==> config.mk <==
export PLATFORM = sky130hd
export DESIGN_NAME = lsu_bus_ctrl
export DESIGN_NICKNAME = d
export VERILOG_FILES = /design/src/rtl/lsu_pkg.sv /design/src/rtl/lsu_align.sv /design/src/rtl/lsu_bus_ctrl.sv
export SDC_FILE = /design/constraint.sdc
export NUM_CORES = 1
export LEC_CHECK = 0
export CAP_MARGIN = 10
export CORE_AREA = 2 2 107 109
export CTS_BUF_LIST = sky130_fd_sc_hd__clkbuf_4
export CTS_CLUSTER_DIAMETER = 80
export CTS_CLUSTER_SIZE = 20
export DETAILED_ROUTE_END_ITERATION = 8
export DIE_AREA = 0 0 109 111
export HOLD_SLACK_MARGIN = 0.05
export PLACE_DENSITY = 0.86
export SLEW_MARGIN = 20
export SYNTH_ARGS = -nofsm -noshare
export SYNTH_HDL_FRONTEND = slang
export SYNTH_SLANG_ARGS = --single-unit
==> constraint.sdc <==
create_clock -name clk -period 5.1 [get_ports clk]
set_input_delay 1.53 -clock clk [delete_from_list [all_inputs] [get_ports clk]]
set_output_delay 1.53 -clock clk [all_outputs]
set_load 0.05 [all_outputs]
==> src/rtl/lsu_pkg.sv <==
// Shared types and constants for the load/store bus controller.
package lsu_pkg;

  localparam logic [1:0] SZ_B = 2'd0;
  localparam logic [1:0] SZ_H = 2'd1;
  localparam logic [1:0] SZ_W = 2'd2;

  localparam int LSU_TIMEOUT_DEFAULT = 255;

  typedef enum logic [1:0] {
    IDLE = 2'd0,
    REQ  = 2'd1,
    WAIT = 2'd2,
    DONE = 2'd3
  } lsu_state_t;

endpackage

==> src/rtl/lsu_align.sv <==
// Byte-lane steering for stores, load extraction/extension and misalignment detection.
module lsu_align
  import lsu_pkg::*;
(
  input  logic [1:0]  size,
  input  logic [1:0]  off,
  input  logic        is_unsigned,
  input  logic [31:0] store_data,
  input  logic [31:0] load_word,
  output logic [31:0] lane_wdata,
  output logic [3:0]  lane_wmask,
  output logic [31:0] load_data,
  output logic        misaligned
);

  logic [31:0] shifted;
  logic        sign_b;
  logic        sign_h;

  // Lane steering and extension selected by access size; size 3 falls to the error default.
  always_comb begin
    shifted    = load_word >> {off, 3'b000};
    sign_b     = ~is_unsigned & shifted[7];
    sign_h     = ~is_unsigned & shifted[15];
    lane_wdata = store_data;
    lane_wmask = 4'b0000;
    load_data  = shifted;
    misaligned = 1'b1;
    case (size)
      SZ_B: begin
        lane_wdata = {4{store_data[7:0]}};
        lane_wmask = 4'b0001 << off;
        load_data  = {{24{sign_b}}, shifted[7:0]};
        misaligned = 1'b0;
      end
      SZ_H: begin
        lane_wdata = {2{store_data[15:0]}};
        lane_wmask = 4'b0011 << off;
        load_data  = {{16{sign_h}}, shifted[15:0]};
        misaligned = off[0];
      end
      SZ_W: begin
        lane_wdata = store_data;
        lane_wmask = 4'b1111;
        load_data  = shifted;
        misaligned = (off != 2'b00);
      end
      default: begin
        lane_wdata = store_data;
        lane_wmask = 4'b0000;
        load_data  = 32'h0000_0000;
        misaligned = 1'b1;
      end
    endcase
  end

endmodule

==> src/rtl/lsu_bus_ctrl.sv <==
// Load/store unit: one request at a time onto a word-aligned valid/ready bus.
// Define LSU_TIMEOUT_EN to add a response watchdog limited by TIMEOUT.
module lsu_bus_ctrl
  import lsu_pkg::*;
#(
  parameter int TIMEOUT = LSU_TIMEOUT_DEFAULT
) (
  input  logic        clk,
  input  logic        rst,
  input  logic        req_valid,
  output logic        req_ready,
  input  logic        req_wen,
  input  logic [31:0] req_addr,
  input  logic [31:0] req_wdata,
  input  logic [1:0]  req_size,
  input  logic        req_unsigned,
  output logic        rsp_valid,
  output logic [31:0] rsp_rdata,
  output logic        rsp_err,
  output logic        bus_req_valid,
  input  logic        bus_req_ready,
  output logic        bus_req_wen,
  output logic [31:0] bus_req_addr,
  output logic [31:0] bus_req_wdata,
  output logic [3:0]  bus_req_wmask,
  input  logic        bus_rsp_valid,
  input  logic [31:0] bus_rsp_rdata,
  input  logic        bus_rsp_err
);

  lsu_state_t  state;
  lsu_state_t  state_next;

  logic        wen_r;
  logic [1:0]  size_r;
  logic [1:0]  off_r;
  logic        uns_r;
  logic        bus_wen_r;
  logic [31:0] bus_addr_r;
  logic [31:0] bus_wdata_r;
  logic [3:0]  bus_wmask_r;
  logic [31:0] rdata_r;
  logic        err_r;

  logic        accept_s;
  logic        capture_s;
  logic        expire_s;
  logic        timeout_s;

  logic [1:0]  size_s;
  logic [1:0]  off_s;
  logic        uns_s;
  logic [31:0] lane_wdata_s;
  logic [3:0]  lane_wmask_s;
  logic [31:0] load_data_s;
  logic        misaligned_s;

  // The aligner sees the live request while idle and the captured request afterwards.
  assign size_s = (state == IDLE) ? req_size      : size_r;
  assign off_s  = (state == IDLE) ? req_addr[1:0] : off_r;
  assign uns_s  = (state == IDLE) ? req_unsigned  : uns_r;

  lsu_align u_align (
    .size        (size_s),
    .off         (off_s),
    .is_unsigned (uns_s),
    .store_data  (req_wdata),
    .load_word   (bus_rsp_rdata),
    .lane_wdata  (lane_wdata_s),
    .lane_wmask  (lane_wmask_s),
    .load_data   (load_data_s),
    .misaligned  (misaligned_s)
  );

`ifdef LSU_TIMEOUT_EN
  localparam int CNT_W = ($clog2(TIMEOUT + 1) < 8) ? 8 : $clog2(TIMEOUT + 1);

  logic [CNT_W-1:0] wd_cnt_r;

  // Watchdog: restarts with each accepted request, counts every cycle spent in REQ/WAIT.
  always_ff @(posedge clk) begin
    if (!rst) begin
      wd_cnt_r <= '0;
    end else if (accept_s) begin
      wd_cnt_r <= '0;
    end else if ((state == REQ) || (state == WAIT)) begin
      wd_cnt_r <= wd_cnt_r + CNT_W'(1);
    end
  end

  assign timeout_s = (wd_cnt_r >= CNT_W'(TIMEOUT - 1));
`else
  assign timeout_s = 1'b0;
`endif

  // State register.
  always_ff @(posedge clk) begin
    if (!rst) begin
      state <= IDLE;
    end else begin
      state <= state_next;
    end
  end

  // Next-state logic; a response always takes priority over watchdog expiry.
  always_comb begin
    state_next = state;
    accept_s   = 1'b0;
    capture_s  = 1'b0;
    expire_s   = 1'b0;
    case (state)
      IDLE: begin
        if (req_valid) begin
          accept_s   = 1'b1;
          state_next = misaligned_s ? DONE : REQ;
        end else begin
          state_next = IDLE;
        end
      end
      REQ: begin
        if (bus_req_ready) begin
          if (bus_rsp_valid) begin
            capture_s  = 1'b1;
            state_next = DONE;
          end else begin
            state_next = WAIT;
          end
        end else if (timeout_s) begin
          expire_s   = 1'b1;
          state_next = DONE;
        end else begin
          state_next = REQ;
        end
      end
      WAIT: begin
        if (bus_rsp_valid) begin
          capture_s  = 1'b1;
          state_next = DONE;
        end else if (timeout_s) begin
          expire_s   = 1'b1;
          state_next = DONE;
        end else begin
          state_next = WAIT;
        end
      end
      DONE: begin
        state_next = IDLE;
      end
      default: begin
        state_next = IDLE;
      end
    endcase
  end

  // Request capture, bus request registers and result registers.
  always_ff @(posedge clk) begin
    if (!rst) begin
      wen_r       <= 1'b0;
      size_r      <= 2'b00;
      off_r       <= 2'b00;
      uns_r       <= 1'b0;
      bus_wen_r   <= 1'b0;
      bus_addr_r  <= 32'h0000_0000;
      bus_wdata_r <= 32'h0000_0000;
      bus_wmask_r <= 4'b0000;
      rdata_r     <= 32'h0000_0000;
      err_r       <= 1'b0;
    end else if (accept_s) begin
      wen_r       <= req_wen;
      size_r      <= req_size;
      off_r       <= req_addr[1:0];
      uns_r       <= req_unsigned;
      bus_wen_r   <= req_wen;
      bus_addr_r  <= {req_addr[31:2], 2'b00};
      bus_wdata_r <= lane_wdata_s;
      bus_wmask_r <= req_wen ? lane_wmask_s : 4'b0000;
      rdata_r     <= 32'h0000_0000;
      err_r       <= misaligned_s;
    end else if (capture_s) begin
      rdata_r <= (bus_rsp_err || wen_r) ? 32'h0000_0000 : load_data_s;
      err_r   <= bus_rsp_err;
    end else if (expire_s) begin
      rdata_r <= 32'h0000_0000;
      err_r   <= 1'b1;
    end
  end

  assign req_ready     = (state == IDLE);
  assign rsp_valid     = (state == DONE);
  assign rsp_rdata     = rdata_r;
  assign rsp_err       = err_r;
  assign bus_req_valid = (state == REQ);
  assign bus_req_wen   = bus_wen_r;
  assign bus_req_addr  = bus_addr_r;
  assign bus_req_wdata = bus_wdata_r;
  assign bus_req_wmask = bus_wmask_r;

endmodule

==> impl_metrics.py, run 1 <==
metrics = {
    "critical_path": {
        "reg2regPathDepth": 7,
        "r2r-start": "state[0]$_SDFF_PN0_",
        "reg2reg_to": "rsp_rdata[30]$_SDFFE_PP0P_",
        "required_ns": 3.57,
        "start_kind": "flop",
        "cp_num_buf_inv": 2,
        "cp.arrival_ns": 2.72,
        "slowest_delay_ns": 0.98,
        "path_class": "flop to primary output",
        "r2r_setup_slack_ns": 1.80,
        "path_delay_family": "buffers and inverters",
        "crit_chain": "inv_1 -> ha_1 -> clkdlybuf4s50_1",
        "worstPathMaxFanout": 28,
        "end_kind": "primary output",
        "slowest_stage": "clkdlybuf4s50_1",
    },
    "placed_design": {
        "place.detailed.hpwl_mm": 12.07,
        "io_buffers": 208,
        "place.gp.congestion": 0.9459,
        "placed_area_um2": 7183,
    },
    "global_route": {
        "grt_pass1_vias": 5175,
        "grt_overflow": 0,
        "grt_max_degree": 74,
        "antenna_found_initial": 1,
        "grtUsageTotal_pct": 26.91,
        "grt_pass1_wl_mm": 25.84,
    },
    "yosys": {
        "synth_top_cell_area_share_pct": 41.91,
        "synth_seq_area_share_pct": 41.91,
        "async_reset_ff_share_pct": 0,
        "netlist_top_cells_area": "dfxtp_1 (42%), nand2_1 (14%), a21boi_0 (7.6%)",
        "synth_ff_type": "dfxtp_1",
        "synth_edf_count": 0,
        "synth_seq_cells": 107,
        "netlist-cell-type-count": 46,
        "synth_area_per_cell_um2": 8.297,
        "synth_area_leader_cell": "dfxtp_1",
        "synth_area_um2": 5111,
        "syn_inst": 616,
        "yosysWarnings": 0,
    },
    "cells_and_area": {
        "syn_to_final_growth_pct": 43.57,
        "mostFrequentLayoutCells": "clkdlybuf4s50_1 (207), nand2_1 (190), dfxtp_1 (107), a21boi_0 (52), a21oi_1 (28)",
        "layout.nets": 903,
        "final_util_pct": 66.25,
        "drive_gt1_share_pct": 4.261,
        "final_common_cell": "clkdlybuf4s50_1",
        "final_area_um2": 7338,
    },
    "route": {
        "drc": 0,
        "wl_per_cell_um": 17.24,
        "vias": 5330,
        "firstDrtPassIters": 6,
        "drt_iter0_markers": 322,
        "drt.antenna.violating_nets": 0,
        "drt-total-wl_mm": 16.24,
        "routed_via_density": 5.658,
    },
    "hold_path": {
        "hold_class": "flop to flop",
        "timing.hold.worst_path_depth": 2,
        "worstHoldStart": "bus_req_addr[19]$_SDFFE_PN0P_",
        "min_to": "bus_req_addr[19]$_SDFFE_PN0P_",
    },
    "floorplanning": {
        "ioPinCount": 211,
        "dieArea_um2": 12100,
        "coreArea_um2": 11080,
        "std_cell_rows": 39,
        "die_w_um": 109,
        "die_y_um": 111,
        "start_util_pct": 46.14,
    },
    "sta": {
        "finalMaxSlewViolations": 0,
        "finalSetupViolCount": 0,
        "tightest_slew_ns": 1.040,
        "fin_crit_sh_pct": 83.32,
        "max_freq_mhz": 235.3,
        "finalCriticalPeriod_ns": 4.249,
        "rsz0062_at_grt": "no",
        "max-slew-margin-rel_pct": 30.70,
        "clock-skew-final_ns": 0.01780,
        "fin_tns_setup_ns": 0,
        "final_hold_viol_count": 0,
    },
    "pwr": {
        "peakVddDrop_uv": 197.5,
        "power_density_nw_per_um2": 295.0,
        "cellLeakagePower_nw": 2.798,
    },
    "clocking": {
        "cts_tree": "done",
        "clk_pin_slew_ns": 0.15,
        "ctsHoldBuffers": 0,
        "clockBufferDepth": 2,
        "clkLatencyLatePin_ns": 0.46,
        "cts_resized": 0,
        "cts_buffers": 9,
        "post_cts_buffers": 0,
        "cts.htree.levels": 3,
        "cts_sinks": 107,
        "cts_root_buffer": "clkbuf_4",
    },
    "flow_run": {
        "drv_cap": 0,
    },
    "status": {
        "outcome": "finished, final reports clean",
    },
}
-- per-stage QoR --
step           worst slack, ns  hold slack (ns)  power [mW]  instances
3_5_place_dp             1.207           0.4537       1.704        925
6_report                0.8508           0.4768       2.165        942
3_3_place_gp             1.377           0.4426       1.688        925
2_1_floorplan            2.188           0.4428       1.441        617
5_1_grt                 0.7233           0.4999       2.260        942
4_1_cts                 0.8202           0.4804       2.167        941
-- kinds of logic after synthesis --
family | synth area share, %
AO/OA/AOI/OAI | 27.59
XOR/XNOR | 0.3428
adder cells (fa/ha/maj) | 0.9792
buffers and inverters | 5.092
flip-flops | 41.91
multiplexers | 5.092
other | 0.07337
AND/OR/NAND/NOR | 18.92
-- tightest hold or removal path: stages, from the launching register on --
cell      delay, ns
dfxtp_1        0.34
nand2_1        0.05
a21boi_0       0.06
-- per-layer routing --
layer / vias up / global-route usage, % / part of all wire, %
met5: - / 0 / 0
met4: 0 / 14.36 / 4.5
met3: 56 / 7.466 / 8.1
met2: 278 / 44.35 / 48
met1: 2469 / 31.24 / 39
li1: 2527 / - / -
-- worst max-delay path by stage --
| stage | startpoint | endpoint | cells past startpoint |
|---|---|---|---|
| after floorplan | req_size[0] | rsp_rdata[23]$_SDFFE_PP0P_ | 7 |
| after global placement | req_size[1] | rsp_rdata[30]$_SDFFE_PP0P_ | 6 |
| after detailed placement | req_size[1] | rsp_rdata[26]$_SDFFE_PP0P_ | 6 |
| after CTS | state[0]$_SDFF_PN0_ | req_ready | 3 |
| after global routing | state[0]$_SDFF_PN0_ | req_ready | 3 |
| final | state[0]$_SDFF_PN0_ | req_ready | 3 |
-- flip-flops by register name (all words and copies together), names as in the netlist --
name           count
bus_req_wen        1
rsp_err            1
bus_req_addr      30
off_r              2
bus_req_wdata     32
state              2
bus_req_wmask      4
size_r             2
uns_r              1
rsp_rdata         32
-- final cells by class --
cell class | instances | area (um2)
well taps | 143 | 178.9
multi-input cells | 455 | 2716
clock buffers | 9 | 67.56
fillers | 900 | 3739
repair buffers | 215 | 2130
clock inverters | 7 | 82.58
flip-flops and latches | 107 | 2142
diodes | 1 | 2.502
inverters | 5 | 18.77
-- cells in the mapped netlist (all sizes together) (2+ instances only) --
master	n
a211oi	8
a21boi	52
a21o	9
a21oi	28
a221oi	9
a222oi	8
a22oi	3
a31oi	15
a32oi	8
and2	4
buf	17
clkbuf	33
dfxtp	107
ha	4
inv	5
mux2	3
mux2i	21
nand2	191
nand2b	3
nand3	9
nand3b	2
nand4	2
nor2	13
nor2b	6
nor3	3
o211a	16
o21ai	18
o2bb2ai	7
o31ai	2
o32ai	3
-- report_power, final --
group	leakage, nW	internal, mW	switching [mW]
Combinational	1.85	0.281	0.486
Clock	0.0761	0.193	0.277
Sequential	0.875	0.893	0.0342
Total	2.80	1.37	0.798
No activity file was read; power rests on OpenSTA's default activity.
==> inputs of run 2 (changes only) <==
--- a/config.mk
+++ b/config.mk
@@ -6,14 +6,14 @@
 export NUM_CORES = 1
 export LEC_CHECK = 0
 export CAP_MARGIN = 10
-export CORE_AREA = 2 2 107 109
+export CORE_AREA = 2 2 117 119
 export CTS_BUF_LIST = sky130_fd_sc_hd__clkbuf_4
 export CTS_CLUSTER_DIAMETER = 80
 export CTS_CLUSTER_SIZE = 20
 export DETAILED_ROUTE_END_ITERATION = 8
-export DIE_AREA = 0 0 109 111
+export DIE_AREA = 0 0 119 121
 export HOLD_SLACK_MARGIN = 0.05
-export PLACE_DENSITY = 0.86
+export PLACE_DENSITY = 0.77
 export SLEW_MARGIN = 20
 export SYNTH_ARGS = -nofsm -noshare
 export SYNTH_HDL_FRONTEND = slang
==> constraint.sdc (replaced) <==
create_clock -name clk -period 3.9 [get_ports clk]
set_input_delay 1.17 -clock clk [delete_from_list [all_inputs] [get_ports clk]]
set_output_delay 1.17 -clock clk [all_outputs]
set_load 0.05 [all_outputs]
==> impl_metrics.py, run 2 (synthesis results as in run 1) <==
metrics = {
    "global_route": {
        "grt_pass1_wl_mm": 25.71,
        "grt_max_degree": 57,
        "antenna_found_initial": 1,
        "grtUsageTotal_pct": 22.41,
        "grt_pass1_vias": 5220,
        "grt_overflow": 0,
    },
    "sta": {
        "max_freq_mhz": 319.7,
        "clock-skew-final_ns": 0.02465,
        "finalCriticalPeriod_ns": 3.128,
        "max-slew-margin-rel_pct": 28.58,
        "tightest_slew_ns": 1.064,
        "finalSetupViolCount": 0,
        "finalMaxSlewViolations": 0,
        "fin_tns_setup_ns": 0,
        "final_hold_viol_count": 0,
        "rsz0062_at_grt": "no",
        "fin_crit_sh_pct": 80.20,
    },
    "critical_path": {
        "end_kind": "primary output",
        "worstPathMaxFanout": 4,
        "start_kind": "flop",
        "path_class": "flop to primary output",
        "required_ns": 2.73,
        "slowest_delay_ns": 0.82,
        "path_delay_family": "buffers and inverters",
        "slowest_stage": "clkdlybuf4s50_1",
        "cp_num_buf_inv": 2,
        "r2r_setup_slack_ns": 1.21,
        "cp.arrival_ns": 1.96,
        "crit_chain": "inv_1 -> ha_1 -> clkdlybuf4s50_1",
    },
    "cells_and_area": {
        "drive_gt1_share_pct": 5.230,
        "syn_to_final_growth_pct": 44.63,
        "mostFrequentLayoutCells": "clkdlybuf4s50_1 (207), nand2_1 (191), dfxtp_1 (107), a21boi_0 (52), a21oi_1 (28)",
        "fillCellCount": 1167,
        "final_common_cell": "clkdlybuf4s50_1",
        "final_util_pct": 56.49,
        "layout.nets": 908,
        "final_area_um2": 7392,
    },
    "clocking": {
        "clk_pin_slew_ns": 0.17,
        "cts_tree": "done",
        "cts_root_buffer": "clkbuf_4",
        "cts_resized": 0,
        "cts_buffers": 9,
        "clockBufferDepth": 2,
        "ctsHoldBuffers": 0,
        "post_cts_buffers": 0,
        "clkLatencyLatePin_ns": 0.48,
        "cts.htree.levels": 3,
        "cts_sinks": 107,
    },
    "pwr": {
        "cellLeakagePower_nw": 2.812,
        "pwr-share-clk_pct": 19.4,
        "p_seq_share_pct": 43.9,
        "power_density_nw_per_um2": 373.3,
        "p_int_mw": 1.686,
        "power.share.combinational_pct": 36.7,
        "power_switching_mw": 1.073,
        "peakVddDrop_uv": 267.1,
        "p_total_mw": 2.759,
        "switching_share_pct": 38.88,
    },
    "route": {
        "wl_per_cell_um": 16.53,
        "drt.antenna.violating_nets": 0,
        "drt-total-wl_mm": 16.20,
        "drt_iter0_markers": 458,
        "vias": 5169,
        "routed_via_density": 5.274,
        "drc": 0,
        "firstDrtPassIters": 5,
    },
    "floorplanning": {
        "dieArea_um2": 14400,
        "die_w_um": 119,
        "die_y_um": 121,
        "start_util_pct": 39.06,
        "coreArea_um2": 13090,
        "ioPinCount": 211,
        "std_cell_rows": 42,
    },
    "placed_design": {
        "place.gp.congestion": 1.018,
        "io_buffers": 208,
        "placed_area_um2": 7262,
        "place.detailed.hpwl_mm": 12.01,
    },
    "hold_path": {
        "hold_class": "flop to flop",
    },
    "status": {
        "outcome": "finished, final reports clean",
    },
    "flow_run": {
        "drv_cap": 0,
    },
}
-- run 2: cell types whose count changed in the layout (fill, tap and decap cells not counted), sizes merged --
cell      delta
buf          +5
bufinv       -2
clkinv       -2
clkinvlp     +1
inv          +3
-- run 2: layer usage --
metal / up-vias / global-route usage (%) / part of all wire [%]
li1: 2528 / - / -
met1: 2405 / 26.14 / 41
met2: 198 / 37.79 / 49
met3: 38 / 7.190 / 6.9
met4: 0 / 9.747 / 2.9
met5: - / 0 / 0
-- run 2: layout make-up --
| class | count | area, um2 | area share (%) |
|---|---|---|---|
| clock inverter | 7 | 60.06 | 0.8125 |
| inverter | 5 | 18.77 | 0.2539 |
| tap | 176 | 220.2 | 2.979 |
| timing repair buffer | 220 | 2167 | 29.32 |
| clock buffer | 9 | 67.56 | 0.9140 |
| multi-input combinational | 455 | 2714 | 36.71 |
| antenna | 1 | 2.502 | 0.03385 |
| sequential | 107 | 2142 | 28.98 |
-- run 2: worst paths after layout --
check / to / depth (start not counted) / from
max reg2reg: rsp_rdata[22]$_SDFFE_PP0P_ / 8 / state[0]$_SDFF_PN0_
min: bus_req_addr[16]$_SDFFE_PN0P_ / 2 / bus_req_addr[16]$_SDFFE_PN0P_
min reg2reg: bus_req_addr[16]$_SDFFE_PN0P_ / 2 / bus_req_addr[16]$_SDFFE_PN0P_
max: bus_req_valid / 3 / state[1]$_SDFF_PN0_
-- run 2: stage by stage --
stage	worst slack, ns	hold slack [ns]	instances
floorplan	1.348	0.4428	617
global placement	0.5375	0.4436	963
detailed placement	0.4347	0.4546	963
CTS	0.7122	0.4791	979
global route	0.6374	0.5057	980
finish	0.7723	0.4768	980
-- run 2: worst min-delay path: stages, from the launching register on --
cell      delay [ns]
dfxtp_1         0.34
nand2_1         0.04
a21boi_0        0.06
-- run 2: power groups by stage --
stage          clock [mW]  combinational [mW]  sequential, mW
6_report            0.535                1.01            1.21
3_3_place_gp            0               0.994            1.23
2_1_floorplan           0               0.422            1.46
3_5_place_dp            0                1.01            1.24
4_1_cts             0.566                1.01            1.21
5_1_grt             0.603                1.08            1.22
==> inputs of run 3 (changes only) <==
--- a/config.mk
+++ b/config.mk
@@ -6,14 +6,14 @@
 export NUM_CORES = 1
 export LEC_CHECK = 0
 export CAP_MARGIN = 10
-export CORE_AREA = 2 2 117 119
+export CORE_AREA = 2 2 110 112
 export CTS_BUF_LIST = sky130_fd_sc_hd__clkbuf_4
 export CTS_CLUSTER_DIAMETER = 80
 export CTS_CLUSTER_SIZE = 20
 export DETAILED_ROUTE_END_ITERATION = 8
-export DIE_AREA = 0 0 119 121
+export DIE_AREA = 0 0 112 114
 export HOLD_SLACK_MARGIN = 0.05
-export PLACE_DENSITY = 0.77
+export PLACE_DENSITY = 0.82
 export SLEW_MARGIN = 20
 export SYNTH_ARGS = -nofsm -noshare
 export SYNTH_HDL_FRONTEND = slang
==> constraint.sdc (replaced) <==
create_clock -name clk -period 2.92 [get_ports clk]
set_input_delay 0.876 -clock clk [delete_from_list [all_inputs] [get_ports clk]]
set_output_delay 0.876 -clock clk [all_outputs]
set_load 0.05 [all_outputs]
==> impl_metrics.py, run 3 (synthesis results as in run 1) <==
metrics = {
    "pwr": {
        "peakVddDrop_uv": 351.2,
        "switching_share_pct": 37.67,
        "pwr-share-clk_pct": 20.5,
        "p_int_mw": 2.377,
        "cellLeakagePower_nw": 2.911,
        "p_seq_share_pct": 42.4,
        "power.share.combinational_pct": 37.1,
        "power_density_nw_per_um2": 507.7,
        "power_switching_mw": 1.437,
    },
    "clocking": {
        "clkLatencyLatePin_ns": 0.47,
        "clockBufferDepth": 2,
        "ctsHoldBuffers": 0,
        "cts_buffers": 9,
        "cts_sinks": 107,
        "cts_root_buffer": "clkbuf_4",
        "cts.htree.levels": 3,
        "cts_tree": "done",
        "clk_pin_slew_ns": 0.16,
    },
    "global_route": {
        "grt_use_met1_pct": 31.32,
        "grt_pass1_wl_mm": 27.10,
        "grt_util_met3_pct": 7.492,
        "top_usage_layer": "met2",
        "met2_usage_pct": 44.53,
        "grt_overflow": 0,
        "antenna_found_initial": 0,
        "grt_max_degree": 60,
        "grtUsageTotal_pct": 26.04,
        "grt_pass1_vias": 5453,
    },
    "placed_design": {
        "dp.cells": 945,
        "placed_area_um2": 7368,
        "dp_slack_ns": 0.02366,
        "place.gp.congestion": 0.8937,
        "place.detailed.hpwl_mm": 12.40,
        "io_buffers": 208,
    },
    "sta": {
        "fin_ws_ns": 0.2001,
        "max_freq_mhz": 367.7,
        "finalMaxSlewViolations": 0,
        "rsz0062_at_grt": "no",
        "tightest_slew_ns": 0.6163,
        "fin_crit_sh_pct": 93.15,
        "clock-skew-final_ns": 0.01979,
        "finalSetupViolCount": 0,
        "max-slew-margin-rel_pct": 58.91,
        "final_hold_viol_count": 0,
        "fin_tns_setup_ns": 0,
        "finalCriticalPeriod_ns": 2.720,
    },
    "hold_path": {
        "worstHoldStart": "bus_req_addr[27]$_SDFFE_PN0P_",
        "min_to": "bus_req_addr[27]$_SDFFE_PN0P_",
        "hold_class": "flop to flop",
        "timing.hold.worst_path_depth": 2,
    },
    "critical_path": {
        "reg2reg_to": "rsp_rdata[3]$_SDFFE_PP0P_",
        "r2r_setup_slack_ns": 0.50,
        "worstPathMaxFanout": 3,
        "end_kind": "primary output",
        "start_kind": "flop",
        "required_ns": 2.04,
        "path_class": "flop to primary output",
        "cp.arrival_ns": 1.84,
        "r2r-start": "state[0]$_SDFF_PN0_",
        "reg2regPathDepth": 8,
    },
    "cells_and_area": {
        "final_area_um2": 7512,
        "fillCellCount": 1003,
        "final_cell_count_no_fill": 961,
        "diodes": 0,
        "mostFrequentLayoutCells": "clkdlybuf4s50_1 (205), nand2_1 (191), dfxtp_1 (107), a21boi_0 (52), a21oi_1 (28)",
        "drive_gt1_share_pct": 6.757,
        "syn_to_final_growth_pct": 46.98,
        "final_util_pct": 64.15,
        "final_common_cell": "clkdlybuf4s50_1",
        "layout.nets": 919,
    },
    "route": {
        "vias": 5302,
        "routed_via_density": 5.517,
        "wl_per_cell_um": 17.19,
        "drt_iter0_markers": 394,
        "drc": 0,
        "drt-total-wl_mm": 16.52,
        "drt.antenna.violating_nets": 0,
        "firstDrtPassIters": 5,
    },
    "floorplanning": {
        "dieArea_um2": 12770,
        "ioPinCount": 211,
        "die_y_um": 114,
        "start_util_pct": 43.64,
        "die_w_um": 112,
        "coreArea_um2": 11710,
        "std_cell_rows": 40,
    },
    "status": {
        "outcome": "finished, final reports clean",
    },
    "flow_run": {
        "drv_cap": 0,
    },
}
run 3: changes by cell type in the layout (fill, tap and decap cells not counted):
cell / delta
clkdlybuf4s50_1: -2
buf_12: +5
bufinv_16: +1
diode_2: -1
buf_4: +7
clkinv_2: +1
clkbuf_4: +1
dlymetal6s2s_1: +1
ha_1: -1
ha_2: +1
clkinv_4: -1
inv_8: -2
run 3: metrics by stage:
| stage | power (mW) | hold slack [ns] |
|---|---|---|
| floorplan | 2.518 | 0.4428 |
| global placement | 3.026 | 0.4405 |
| detailed placement | 3.053 | 0.4503 |
| CTS | 3.828 | 0.4786 |
| global route | 4.001 | 0.4934 |
| finish | 3.814 | 0.4717 |
run 3: critical path: stages, from the launching register on:
cell,delay [ns]
dfxtp_1,0.39
ha_1,0.15
clkdlybuf4s50_1,0.82
run 3: layout make-up:
cell class	instances	area (um2)	area share (%)
clock buffer	10	75.07	0.9993
tap	147	183.9	2.448
timing repair buffer	231	2312	30.78
inverter	5	18.77	0.2498
multi-input combinational	455	2716	36.16
clock inverter	6	63.81	0.8494
sequential	107	2142	28.51
run 3: per-layer routing:
metal | vias up | wire [um]
li1 | 2551 | -
met1 | 2481 | 6602
met2 | 234 | 8077
met3 | 36 | 1394
met4 | 0 | 446
met5 | - | 0
run 3: power by group through the flow:
stage	clock, mW	sequential, mW	combinational, mW
after floorplan	0	1.95	0.563
after global placement	0	1.64	1.38
after detailed placement	0	1.65	1.40
after CTS	0.801	1.62	1.41
after global routing	0.859	1.63	1.51
final	0.780	1.62	1.41
run 3: worst max-delay path by stage:
stage,to,from,cells past startpoint
2_1_floorplan,rsp_rdata[16]$_SDFFE_PP0P_,state[0]$_SDFF_PN0_,9
3_3_place_gp,rsp_rdata[26]$_SDFFE_PP0P_,req_addr[1],5
3_5_place_dp,rsp_rdata[20]$_SDFFE_PP0P_,req_addr[1],5
4_1_cts,bus_req_valid,state[1]$_SDFF_PN0_,3
5_1_grt,req_ready,state[0]$_SDFF_PN0_,5
6_report,rsp_valid,state[0]$_SDFF_PN0_,2
run 3: timing repair:
action	4_1_cts	5_1_grt
setup buffers	0	0
endpoints found under the setup margin	0	2
gates resized for setup	0	2
